**src/rtl/riscv_pkg.sv**
```systemverilog
// Shared definitions for the RISC-V pipeline: canonical NOP, default width
// and the instruction-fetch state encodings.
package riscv_pkg;

  localparam int          XLEN_DEFAULT = 32;
  localparam logic [31:0] NOP_INSTR    = 32'h0000_0013;

  typedef enum logic [1:0] {
    ST_FETCH = 2'd0,
    ST_WAIT  = 2'd1,
    ST_HOLD  = 2'd2
  } fetch_state_e;

endpackage

```
**src/rtl/fetch_stage.sv**
```systemverilog
// Instruction-fetch stage: PC register, single-outstanding imem requests,
// one-entry skid buffer for responses that land during a stall, IF/ID register.
module fetch_stage
  import riscv_pkg::*;
#(
  parameter int              XLEN     = XLEN_DEFAULT,
  parameter logic [XLEN-1:0] RESET_PC = '0
) (
  input  logic            clk,
  input  logic            rst,
  input  logic            pc_write,
  input  logic            ifid_write,
  input  logic            branch_taken,
  input  logic [XLEN-1:0] branch_target,
  output logic            imem_req,
  output logic [XLEN-1:0] imem_addr,
  input  logic            imem_rvalid,
  input  logic [31:0]     imem_rdata,
  output logic [XLEN-1:0] ifid_pc,
  output logic [31:0]     ifid_instr,
  output logic            ifid_valid
);

  fetch_state_e    r_state;
  logic [XLEN-1:0] r_pc;
  logic            r_kill;
  logic [31:0]     r_skid;
  logic [XLEN-1:0] r_ifid_pc;
  logic [31:0]     r_ifid_instr;
  logic            r_ifid_valid;

  logic            w_stall;
  logic [XLEN-1:0] w_pc_plus4;

  assign w_stall    = !(pc_write && ifid_write);
  assign w_pc_plus4 = r_pc + XLEN'(4);

  // A response accepted straight into IF/ID lets the next request leave in the same cycle.
  always_comb begin
    imem_req  = 1'b0;
    imem_addr = r_pc;
    if (!rst) begin
      case (r_state)
        ST_FETCH: imem_req = 1'b1;
        ST_WAIT: begin
          if (imem_rvalid && !r_kill && !w_stall && !branch_taken) begin
            imem_req  = 1'b1;
            imem_addr = w_pc_plus4;
          end
        end
        default: imem_req = 1'b0;
      endcase
    end
  end

  always_ff @(posedge clk) begin
    if (rst) begin
      r_state      <= ST_FETCH;
      r_pc         <= RESET_PC;
      r_kill       <= 1'b0;
      r_skid       <= NOP_INSTR;
      r_ifid_pc    <= '0;
      r_ifid_instr <= NOP_INSTR;
      r_ifid_valid <= 1'b0;
    end else if (branch_taken) begin
      // A request already in flight must still be drained; kill marks it wrong-path.
      r_pc         <= branch_target;
      r_ifid_valid <= 1'b0;
      case (r_state)
        ST_FETCH: begin
          r_state <= ST_WAIT;
          r_kill  <= 1'b1;
        end
        ST_WAIT: begin
          if (imem_rvalid) begin
            r_kill  <= 1'b0;
            r_state <= ST_FETCH;
          end else begin
            r_kill  <= 1'b1;
          end
        end
        default: r_state <= ST_FETCH;
      endcase
    end else begin
      case (r_state)
        ST_FETCH: begin
          r_state <= ST_WAIT;
          if (!w_stall) r_ifid_valid <= 1'b0;
        end
        ST_WAIT: begin
          if (imem_rvalid && r_kill) begin
            r_kill  <= 1'b0;
            r_state <= ST_FETCH;
            if (!w_stall) r_ifid_valid <= 1'b0;
          end else if (imem_rvalid && w_stall) begin
            r_skid  <= imem_rdata;
            r_state <= ST_HOLD;
          end else if (imem_rvalid) begin
            r_ifid_pc    <= r_pc;
            r_ifid_instr <= imem_rdata;
            r_ifid_valid <= 1'b1;
            r_pc         <= w_pc_plus4;
          end else if (!w_stall) begin
            r_ifid_valid <= 1'b0;
          end
        end
        ST_HOLD: begin
          if (!w_stall) begin
            r_ifid_pc    <= r_pc;
            r_ifid_instr <= r_skid;
            r_ifid_valid <= 1'b1;
            r_pc         <= w_pc_plus4;
            r_state      <= ST_FETCH;
          end
        end
        default: r_state <= ST_FETCH;
      endcase
    end
  end

  assign ifid_pc    = r_ifid_pc;
  assign ifid_instr = r_ifid_instr;
  assign ifid_valid = r_ifid_valid;

endmodule

```
**config.mk**
```make
export PLATFORM = sky130hd
export DESIGN_NAME = fetch_stage
export DESIGN_NICKNAME = d
export VERILOG_FILES = /design/src/rtl/riscv_pkg.sv /design/src/rtl/fetch_stage.sv
export SDC_FILE = /design/constraint.sdc
export NUM_CORES = 1
export LEC_CHECK = 0
export BUFFER_PORTS_ARGS = -buffer_cell sky130_fd_sc_hd__buf_2
export CAP_MARGIN = 20
export CORE_UTILIZATION = 50
export CTS_CLUSTER_SIZE = 10
export DETAILED_ROUTE_END_ITERATION = 12
export PLACE_DENSITY = 0.76
export SYNTH_ARGS = -nofsm -noshare
export SYNTH_HDL_FRONTEND = slang
export SYNTH_SLANG_ARGS = --single-unit
```
**constraint.sdc**
```tcl
create_clock -name clk -period 7.5 [get_ports clk]
set_clock_uncertainty 0.15 [all_clocks]
set_input_delay 1.125 -clock clk [delete_from_list [all_inputs] [get_ports clk]]
set_output_delay 1.125 -clock clk [all_outputs]
set_load 0.01 [all_outputs]
```
## Yosys cells after proc, flatten, opt, wreduce, memory -nomap -nowiden

Cells that the tools add are included.

- Add/sub/neg operators: 1
- Equality and inequality tests: 13
- Mux-type cells: 40
- Bitwise logic cells: 2
- Reduce and logical (&&, ||, !) cells: 23

Operator list:

| kind | number |
|---|---|
| 32-bit 2-to-1 mux | 16 |
| 32-bit one-hot mux with 2 select lines | 3 |
| 32-bit by 3-bit adder with 32-bit output, second input constant | 1 |
| 3-bit inequality test, second input constant | 6 |
| 1-bit 2-to-1 mux | 11 |
| 2-bit 2-to-1 mux | 5 |
| 3-bit AND reduction | 3 |
| 2-bit inequality test, second input constant | 4 |
| 2-bit nonzero test | 4 |
| 1-bit logical AND | 6 |
| 2-bit one-hot mux with 3 select lines | 1 |
| 6-bit AND reduction | 1 |
| 3-bit nonzero test | 2 |
| 5-bit AND reduction | 1 |
| 4-bit inequality test, second input constant | 1 |
| 1-bit one-hot mux with 2 select lines | 2 |
| 2-bit one-hot mux with 2 select lines | 1 |
| 4-bit AND reduction | 1 |
| 1-bit logical NOT | 3 |
| 1-bit one-hot mux with 3 select lines | 1 |
| 2-bit by 1-bit equality test with 1-bit output, second input constant | 1 |
| 2-bit equality test, second input constant | 1 |
| 2-bit logical NOT | 1 |
| 1-bit inverter | 2 |
| 2-bit OR reduction | 1 |

- Register bits after elaboration: 132
- Bits of input ports: 70
- Output and inout bits: 98
- Logic and storage cells: 86

## Longest topological paths before layout

Gate-level depths: netlist of run 1.

- Depth in word-level cells: 7
- Depth in mapped cells: 10
- Gate-level depth less buffers: 7

## Worst setup path before layout of run 1

No wires, ideal clock.

- Path kind: input to output
- Start: in branch_taken
- End: out imem_addr[31]
- Arrival time: 3.029 ns
- Data required time: 6.225 ns
- Path slack: 3.196 ns
- Cell stages on the path: 6
- Path buffers: 1
- Cells stage by stage: buf_2 > or2_2 > or3_2 > or4_1 > nor2_1 > xor2_1

- Cells in the longest elaborated chain, start to end: 5

RTL lines:

| what | line | RTL |
|---|---|---|
| start, declared | fetch_stage.sv:13 | `input logic branch_taken,` |
| 1-bit logical NOT | fetch_stage.sv:46 | `if (imem_rvalid && !r_kill && !w_stall && !branch_taken) begin` |
| 1-bit logical AND | fetch_stage.sv:46 |  |
| 32-bit 2-to-1 mux | fetch_stage.sv:46 |  |
| 32-bit 2-to-1 mux | fetch_stage.sv:43 | `case (r_state)` |
| 32-bit 2-to-1 mux | fetch_stage.sv:42 | `if (!rst) begin` |
| end, declared | fetch_stage.sv:16 | `output logic [XLEN-1:0] imem_addr,` |

No other way between the ends.

## Worst setup path after layout of run 1

- Start: in branch_taken
- End: out imem_addr[25]

Same word-level chain as after synthesis.

==> results of run 1 <==
-- worst paths after layout --
path / end / slack (ns) / startpoint / cells past startpoint
max: imem_addr[25] / 2.48 / branch_taken / 8
min: ifid_pc[14] / 0.30 / ifid_pc[14] / 2
max reg2reg: ifid_instr[16] / 4.02 / r_state[1] / 8
min reg2reg: ifid_pc[14] / 0.30 / ifid_pc[14] / 2
-- synthesized netlist by cell type, drive strengths merged, types with 21 or more instances --
cell,n,area share [%]
nand2,156,9.0
dfxtp,132,41
a21oi,88,6.8
nor2,57,3.4
clkbuf,53,3.6
mux2i,42,6.5
xnor2,32,4.3
a211oi,31,3.6
inv,28,1.6
buf,21,2.4
nor3,21,1.8
xor2,21,2.8
-- critical path: cells and delay by family --
| kind | cells | cell delay (ns) |
|---|---|---|
| simple gates | 4 | 1.88 |
| buf+inv | 3 | 0.56 |
| xor+xnor | 1 | 0.15 |
-- per-stage QoR --
step	setup slack [ns]	area (sq um)	utilization, %	hold slack (ns)
2_1_floorplan	3.196	6516	-	0.2860
3_3_place_gp	2.554	7237	57.11	0.2887
3_5_place_dp	2.497	7237	57.11	0.2953
4_1_cts	2.497	7841	61.88	0.3039
5_1_grt	2.385	7841	61.88	0.3192
6_report	2.475	7841	61.88	0.3004
-- registers in the layout, indices dropped and copies added (netlist names) --
name and count:
ifid_instr 32, r_state 2, r_kill 1, r_pc 32
r_skid 32, ifid_valid 1, ifid_pc 32
-- layer usage --
layer | part of all wire (%) | wire length [microns]
met5 | 0 | 0
met4 | 1.5 | 250
met3 | 6.6 | 1075
met2 | 46 | 7531
met1 | 45 | 7375
-- cell type report --
| class | count | area, sq um | share of cell area, % |
|---|---|---|---|
| repair buffers | 174 | 890.9 | 11.36 |
| clock inverters | 14 | 165.2 | 2.106 |
| multi-input cells | 570 | 3383 | 43.15 |
| clock buffers | 18 | 439.2 | 5.601 |
| flip-flops and latches | 132 | 2643 | 33.70 |
| inverters | 28 | 105.1 | 1.340 |
| well taps | 172 | 215.2 | 2.745 |
-- power groups by stage --
stage          Sequential (W)  Combinational, W  Clock (W)
2_1_floorplan        0.000756          0.000133          0
3_3_place_gp         0.000772          0.000168          0
3_5_place_dp         0.000772          0.000169          0
4_1_cts              0.000757          0.000171   0.000859
5_1_grt              0.000761          0.000188   0.000891
6_report             0.000758          0.000170   0.000847
-- cell families (layout without fill, tap and decap cells) --
kind of cell    after synthesis  count (layout)  synth area share (%)
simple gates                303             303                 21.26
compound gates              165             165                 15.53
flops                       132             132                 40.55
buf+inv                     103             234                 7.757
xor+xnor                     53              53                 7.124
mux                          43              43                 6.624
fa+ha+maj                     6               6                 1.152
==> summary.txt, run 1 <==
Routing
  • DRC errors left: 0
  • Antenna-violating nets left: 0
  • Initial DRT Pass Iterations: 6
  • Vias/cell: 5.370
  • 1st-iter DRT viols: 461
  • Detailed-route via count: 5950
  • Drt wl/cell: 14.65 microns
  • Total wire length: 16230 microns

Setup path
  • CP Cell Sequence: buf_2 > buf_4 > or2_2 > or3_2 > or4_1 > nor2_1 > xor2_1 > buf_2
  • Crit Path Class: input pin to output pin
  • CP max stage delay: 0.65 ns
  • CP startpoint kind: input pin
  • Arr. time, crit path: 3.75 ns
  • CP max-delay cell: or4_1
  • Setup crit end kind: output pin
  • WP data required: 6.22 ns
  • Most used cell, CP: buf_2
  • Max FO, Critical Path: 64

Power
  • Sw Share: 26.26%
  • Leakage power: 3.176 nW
  • Clock network fraction of total power: 47.7%
  • Power share of the sequential group: 42.7%
  • Net Sw Power: 0.0004660 W
  • Power after layout: 0.001775 W
  • Gate power share: 9.6%
  • Design internal power: 0.001309 W
  • VDD IR max: 210.1 uV
  • Pwr dens: 226.3 mW/mm^2

Global routing
  • Met3 usage: 6.175%
  • Vias in the first global route: 5232
  • GR Util All Layers: 24.21%
  • GR Util met1: 32.15%
  • Largest net degree at the start of global routing: 74
  • Met2 Resource Use GR: 38.13%
  • GR Overflow Total: 0
  • Most Used Layer, Global Route: met2
  • First-pass GRT wire length: 25390 microns
  • Initial antenna violation count: 0

Logic synthesis
  • Post-synth EDFFs: 0
  • Syn Nets: 881
  • Syn Inst Count: 805
  • Synth cell types: 60
  • Yosys warnings: 0
  • Average size of a mapped cell: 8.095 sq um
  • Synth Cell Area: 0.006516 sq mm
  • Top_reg_cell synth: dfxtp_1
  • Seq/Total Area, Yosys: 40.55%
  • Asr flop ratio synth: 0%
  • Synthesized flop and latch total: 132

Floorplan
  • Core area: 0.01267 sq mm
  • Site Rows: 41
  • Top-Level Pins: 168
  • Die height: 116.2 microns
  • Die Wd: 116.2 microns
  • Starting Density: 51.43%
  • Die footprint: 0.01349 sq mm

CTS
  • # resized after CTS: 0
  • H-Tree Depth: 4
  • Clock buffer depth: 2
  • CTS Buf Count: 17
  • Clk root buf: clkbuf_16
  • CTS tree: done
  • CTS Sinks: 132
  • Worst-Skew Late Latency: 0.42 ns
  • Clk slew on worst S/H paths: 0.06 ns
  • Postcts setup bufs: 0
  • Hold-fix buffers, CTS: 0

Place
  • Final RePlAce weighted congestion: 0.8245
  • Placed instance count: 1076
  • Port Buffers: 167
  • DP HPWL: 10830 microns

Job
  • Max Cap Viol: 0

STA
  • Slew headroom: 31.14%
  • Max Clk Rate: 0.1990 GHz
  • Post-layout min period: 5.025 ns
  • Final period utilization: 67.00%
  • Worst-Margin Slew: 1.033 ns
  • Slew Limit Fails: 0
  • Setup TNS Final: 0 ns
  • RSZ-0062 raised after global routing: no
  • Setup violations, final: 0
  • Final hold violation count: 0

Layout
  • Synth-to-Final Area Change: 20.33%
  • # diodes: 0
  • Most common cell after layout, fill and taps aside: buf_2
  • Commonest cells after routing, fill and taps aside: buf_2, nand2_1, dfxtp_1, a21oi_1, nor2_1
  • Non-Filler Instances: 1108
  • NumNets Final: 999
  • Share of cells above drive strength 1: 23.93%
  • Fill cells: 1164

Worst hold path
  • Hold WC Path Type: flop to flop

Status
  • Status: finished clean
(Power assumes the default switching activity.)
==> run 2: changes to the inputs <==
==> constraint.sdc (replaced) <==
create_clock -name clk -period 4.84 [get_ports clk]
set_clock_uncertainty 0.15 [all_clocks]
set_input_delay 0.726 -clock clk [delete_from_list [all_inputs] [get_ports clk]]
set_output_delay 0.726 -clock clk [all_outputs]
set_load 0.01 [all_outputs]
==> run 2 against run 1 <==
Net effect: cell area is 0.29% lower; wire length increased by 1.1%; critical endpoint unchanged; largest cell class unchanged; core utilization down 0.18 points; critical path type is now flop to output pin; largest power group unchanged.
==> summary.txt, run 2 (synthesized netlist as in run 1, its figures left out) <==
Layout
  • Synth-to-Final Area Change: 19.99%
  • Commonest cells after routing, fill and taps aside: buf_2, nand2_1, dfxtp_1, a21oi_1, nor2_1
  • Fill cells: 1179 (+1.3%)
  • NumNets Final: 1001 (+0.20%)
  • Sequential Area: 0.002643 sq mm (unchanged)
  • Share of cells above drive strength 1: 23.80% (-0.13 points)
  • Multi-input logic area: 0.003383 sq mm (unchanged)
  • Core Util, Final: 61.71% (-0.18 points)
  • Most common cell after layout, fill and taps aside: buf_2
  • # diodes: 0 (unchanged)

STA
  • Final hold violation count: 0 (unchanged)
  • Slew Limit Fails: 0 (unchanged)
  • Max Clk Rate: 0.2452 GHz
  • Final period utilization: 84.25%
  • RSZ-0062 raised after global routing: no
  • Slew headroom: 21.34% (-9.8 points)
  • Post-layout min period: 4.078 ns
  • Setup violations, final: 0 (unchanged)
  • Worst-Margin Slew: 1.171 ns (+0.1380 ns)
  • Setup TNS Final: 0 ns (unchanged)

Floorplan
  • Die footprint: 0.01349 sq mm (unchanged)
  • Site Rows: 41 (unchanged)
  • Starting Density: 51.43% (unchanged)
  • Core area: 0.01267 sq mm (unchanged)
  • Die height: 116.2 microns (unchanged)
  • Die Wd: 116.2 microns (unchanged)
  • Top-Level Pins: 168 (unchanged)

Routing
  • Initial DRT Pass Iterations: 6 (unchanged)
  • Detailed-route via count: 5935 (-0.25%)
  • Total wire length: 16410 microns (+1.1%)
  • DRC errors left: 0 (unchanged)
  • 1st-iter DRT viols: 641 (+39%)
  • Antenna-violating nets left: 0 (unchanged)
  • Vias/cell: 5.352 (-0.34%)
  • Drt wl/cell: 14.79 microns (+0.99%)

Worst hold path
  • Worst Min Path Start: ifid_pc[6]
  • Hold WC Path Type: flop to flop

Setup path
  • Crit Reg-Reg Startpoint: r_state[1]
  • Max FO, Critical Path: 12 (-81%)
  • CP Cell Sequence: inv_1 > ha_1 > nand3b_2 > or3_2 > or4_1 > nor2_1 > xor2_1 > buf_2
  • Setup crit end kind: output pin
  • CP max-delay cell: or3_2
  • CP max stage delay: 0.67 ns (+0.02 ns)
  • CP startpoint kind: flop
  • CP bufs+invs: 2 (-1)
  • Crit Path Class: flop to output pin
  • Arr. time, crit path: 3.20 ns (-0.55 ns)
  • WP data required: 3.96 ns (-2.26 ns)
  • Critical Path Start: r_state[1]
  • CP delay by family, top: simple AND/OR/NAND/NOR gates

Power
  • VDD IR max: 259.6 uV (+24%)
  • Gate power share: 10.0% (+0.4 points)
  • Leakage power: 3.169 nW (-0.25%)
  • Net Sw Power: 0.0006744 W (+45%)
  • Power share of the sequential group: 44.0% (+1.3 points)
  • Sw Share: 25.24% (-1.0 points)
  • Design internal power: 0.001997 W (+53%)
  • Clock network fraction of total power: 46.1% (-1.6 points)
  • Pwr dens: 341.7 mW/mm^2 (+51%)

CTS
  • Clk root buf: clkbuf_16
  • Clk slew on worst S/H paths: 0.06 ns (about the same)
  • Worst-Skew Late Latency: 0.41 ns (about the same)
  • Hold-fix buffers, CTS: 0 (unchanged)
  • # resized after CTS: 0 (unchanged)
  • H-Tree Depth: 4 (unchanged)
  • CTS tree: done
  • Clock buffer depth: 2 (unchanged)
  • CTS Sinks: 132 (unchanged)
  • Postcts setup bufs: 0 (unchanged)
  • CTS Buf Count: 17 (unchanged)

Global routing
  • Met3 usage: 7.006% (+0.83 points)
  • GR Util met1: 32.83% (+0.68 points)
  • GR Util All Layers: 24.74% (+0.53 points)
  • First-pass GRT wire length: 25880 microns (+1.9%)
  • GR Overflow Total: 0 (unchanged)
  • Met2 Resource Use GR: 39.21% (+1.1 points)
  • Largest net degree at the start of global routing: 91 (+23%)
  • Initial antenna violation count: 1 (+1)
  • Vias in the first global route: 5268 (+0.69%)
  • Most Used Layer, Global Route: met2

Place
  • Port Buffers: 167 (unchanged)
  • Final RePlAce weighted congestion: 0.8287 (+0.51%)
  • DP HPWL: 10850 microns (+0.19%)

Status
  • Status: finished clean

Job
  • Max Cap Viol: 0 (unchanged)
[run 2: changes by cell type in the layout (fill, tap and decap cells not counted), sizes merged]
cell / change
inv: -7
clkinv: +5
buf: +2
clkbuf: +1
[run 2: per-stage QoR]
| stage | area [sq um] | power, W | worst slack, ns | hold WS, ns | cells |
|---|---|---|---|---|---|
| 3_5_place_dp | 7252 | 0.001461 | 1.090 | 0.2935 | 1078 |
| 5_1_grt | 7819 | 0.002780 | 0.5509 | 0.3183 | 1109 |
| 3_3_place_gp | 7252 | 0.001458 | 1.098 | 0.2901 | 1078 |
| 6_report | 7819 | 0.002671 | 0.7622 | 0.3003 | 1109 |
| 2_1_floorplan | 6516 | 0.001377 | 1.334 | 0.2860 | 805 |
| 4_1_cts | 7819 | 0.002696 | 0.7666 | 0.3008 | 1109 |
[run 2: worst paths after layout]
path	endpoint	slack (ns)	cells after the start
setup / recovery	imem_addr[25]	0.76	8
setup reg to reg	ifid_instr[31]	1.74	8
hold / removal	ifid_pc[6]	0.30	2
hold reg to reg	ifid_pc[6]	0.30	2
[run 2: layer usage]
layer / share of wire, % / vias up
li1: - / 2977
met1: 44 / 2724
met2: 48 / 217
met5: 0.079 / -
met3: 7.7 / 15
met4: 0.84 / 2
[run 2: layout make-up]
type	count	share of cell area [%]
flip-flops and latches	132	33.80
inverters	28	1.344
multi-input cells	570	43.27
clock buffers	19	5.537
clock inverters	12	1.712
well taps	172	2.752
repair buffers	176	11.59
[run 2: power groups by stage]
| stage | logic (W) | clock network [W] | registers (W) |
|---|---|---|---|
| 2_1_floorplan | 0.000206 | 0 | 0.00117 |
| 3_3_place_gp | 0.000262 | 0 | 0.00120 |
| 3_5_place_dp | 0.000265 | 0 | 0.00120 |
| 4_1_cts | 0.000266 | 0.00126 | 0.00117 |
| 5_1_grt | 0.000295 | 0.00131 | 0.00118 |
| 6_report | 0.000266 | 0.00123 | 0.00117 |
[run 2: worst register-to-register path, delay by kind of cell (launching register included)]
kind	cells	cell delay (ns)
buffers and inverters	2	0.79
AOI/OAI and AO/OA	2	0.58
and+or+nand+nor	3	0.77
adders and majority gates	1	0.36
DFF	1	0.34
==> run 3: changes to the inputs <==
==> constraint.sdc (replaced) <==
create_clock -name clk -period 3.9 [get_ports clk]
set_clock_uncertainty 0.15 [all_clocks]
set_input_delay 0.585 -clock clk [delete_from_list [all_inputs] [get_ports clk]]
set_output_delay 0.585 -clock clk [all_outputs]
set_load 0.01 [all_outputs]
==> run 3 against run 2 <==
Net effect: total power up 23%; core utilization up 0.34 points; clock power up 22%; sequential power up 25%; hold slack worse by 0.061 ns; critical path type unchanged; largest cell class unchanged.
==> summary.txt, run 3 (synthesized netlist as in run 1, its figures left out) <==
Place
  • DP HPWL: 11080 microns (+2.1%)
  • Port Buffers: 167 (unchanged)
  • Final RePlAce weighted congestion: 0.8006 (-3.4%)

STA
  • Setup TNS Final: 0 ns (unchanged)
  • Setup violations, final: 0 (unchanged)
  • Slew Limit Fails: 0 (unchanged)
  • Final hold violation count: 0 (unchanged)
  • RSZ-0062 raised after global routing: no
  • Post-layout min period: 3.672 ns
  • Max Clk Rate: 0.2723 GHz
  • Slew headroom: 34.45% (+13 points)
  • Worst hold margin: 0.2389 ns (-0.06138 ns)
  • Final period utilization: 94.17%
  • Worst-Margin Slew: 0.9833 ns (-0.1876 ns)

Layout
  • NumNets Final: 1005 (+0.40%)
  • # diodes: 0 (unchanged)
  • Most common cell after layout, fill and taps aside: buf_2
  • Commonest cells after routing, fill and taps aside: buf_2, nand2_1, dfxtp_1, a21oi_1, nor2_1
  • Synth-to-Final Area Change: 20.64%
  • Share of cells above drive strength 1: 24.31% (+0.51 points)

Power
  • Sw Share: 26.35% (+1.1 points)
  • Design internal power: 0.002423 W (+21%)
  • Leakage power: 3.207 nW (+1.2%)
  • Pwr dens: 418.6 mW/mm^2 (+23%)
  • Net Sw Power: 0.0008672 W (+29%)
  • Power share of the sequential group: 44.3% (+0.3 points)
  • VDD IR max: 310.2 uV (+19%)
  • Clock network fraction of total power: 45.6% (-0.5 points)
  • Gate power share: 10.1% (about the same)

CTS
  • Clk slew on worst S/H paths: 0.06 ns (about the same)
  • Worst-Skew Late Latency: 0.42 ns (about the same)
  • CTS tree: done
  • CTS Sinks: 132 (unchanged)
  • Hold-fix buffers, CTS: 0 (unchanged)
  • Clock buffer depth: 2 (unchanged)
  • H-Tree Depth: 4 (unchanged)
  • Clk root buf: clkbuf_16
  • CTS Buf Count: 17 (unchanged)

Routing
  • 1st-iter DRT viols: 649 (+1.2%)
  • DRC errors left: 0 (unchanged)
  • Detailed-route via count: 5964 (+0.49%)
  • Initial DRT Pass Iterations: 5 (-1)
  • Drt wl/cell: 14.72 microns (-0.50%)
  • Antenna-violating nets left: 0 (unchanged)
  • Total wire length: 16400 microns (about the same)
  • Vias/cell: 5.354 (about the same)

Status
  • Status: finished clean

Global routing
  • Vias in the first global route: 5278 (+0.19%)
  • First-pass GRT wire length: 25920 microns (+0.19%)
  • GR Overflow Total: 0 (unchanged)
  • Largest net degree at the start of global routing: 96 (+5.5%)
  • Initial antenna violation count: 0 (-1)
  • GR Util All Layers: 24.78% (+0.039 points)

Setup path
  • WP data required: 3.16 ns (-0.80 ns)
  • Setup crit end kind: output pin
  • CP startpoint kind: flop
  • Arr. time, crit path: 2.94 ns (-0.26 ns)
  • Max FO, Critical Path: 12 (unchanged)
  • Crit Path Class: flop to output pin

Worst hold path
  • Hold WC Path Type: input pin to flop

Floorplan
  • Die footprint: 0.01349 sq mm (unchanged)
  • Starting Density: 51.43% (unchanged)
  • Top-Level Pins: 168 (unchanged)
  • Die Wd: 116.2 microns (unchanged)
  • Site Rows: 41 (unchanged)
  • Core area: 0.01267 sq mm (unchanged)
  • Die height: 116.2 microns (unchanged)

Job
  • Max Cap Viol: 0 (unchanged)
run 3: repair_timing:
item | 4_1_cts | 5_1_grt
setup buffers | 0 | 0
resized for setup | 1 | 1
endpoints found under the hold margin | 0 | 0
endpoints found under the setup margin | 2 | 10
run 3: final timing paths:
check | start | to | slack, ns | cells after the start
worst max-delay path | r_state[1] | imem_addr[25] | 0.23 | 8
worst max register to register | r_state[0] | ifid_instr[30] | 1.07 | 8
worst min-delay path | imem_rdata[1] | r_skid[1] | 0.24 | 3
worst min register to register | ifid_pc[17] | ifid_pc[17] | 0.30 | 2
run 3: worst max-delay path, stage by stage, from the launching register on:
cell	delay (ns)
dfxtp_1	0.34
inv_1	0.10
ha_2	0.30
nand3b_2	0.20
or3_4	0.52
or4_1	0.62
nor2_1	0.15
xor2_1	0.15
buf_2	0.14
run 3: per-layer routing:
| layer | vias up | track usage, % | wire, microns |
|---|---|---|---|
| met4 | 0 | 9.573 | 278 |
| met3 | 24 | 5.708 | 1116 |
| met5 | - | 0 | 0 |
| met2 | 211 | 38.85 | 7609 |
| met1 | 2742 | 33.18 | 7395 |
| li1 | 2987 | - | - |
run 3: stage by stage:
stage | instances | utilization [%] | worst slack (ns) | instance area (sq um) | power, W
detailed placement | 1081 | 57.51 | 0.4164 | 7287 | 0.001813
global route | 1114 | 62.04 | 0.02283 | 7861 | 0.003421
global placement | 1081 | 57.51 | 0.4241 | 7287 | 0.001808
finish | 1114 | 62.04 | 0.2275 | 7861 | 0.003291
floorplan | 805 | - | 0.6762 | 6516 | 0.001709
CTS | 1113 | 61.91 | 0.04705 | 7845 | 0.003314
run 3: power groups by stage:
stage	clock network [W]	logic, W	registers, W
floorplan	0	0.000255	0.00145
global placement	0	0.000326	0.00148
detailed placement	0	0.000328	0.00148
CTS	0.00153	0.000331	0.00146
global route	0.00159	0.000368	0.00146
finish	0.00150	0.000332	0.00146
run 3: layout make-up:
cell class,count,area [sq um]
flip-flops and latches,132,2643
fillers,1115,4810
clock buffers,18,429.2
clock inverters,14,126.4
inverters,28,105.1
well taps,172,215.2
repair buffers,180,953.4
multi-input cells,570,3390
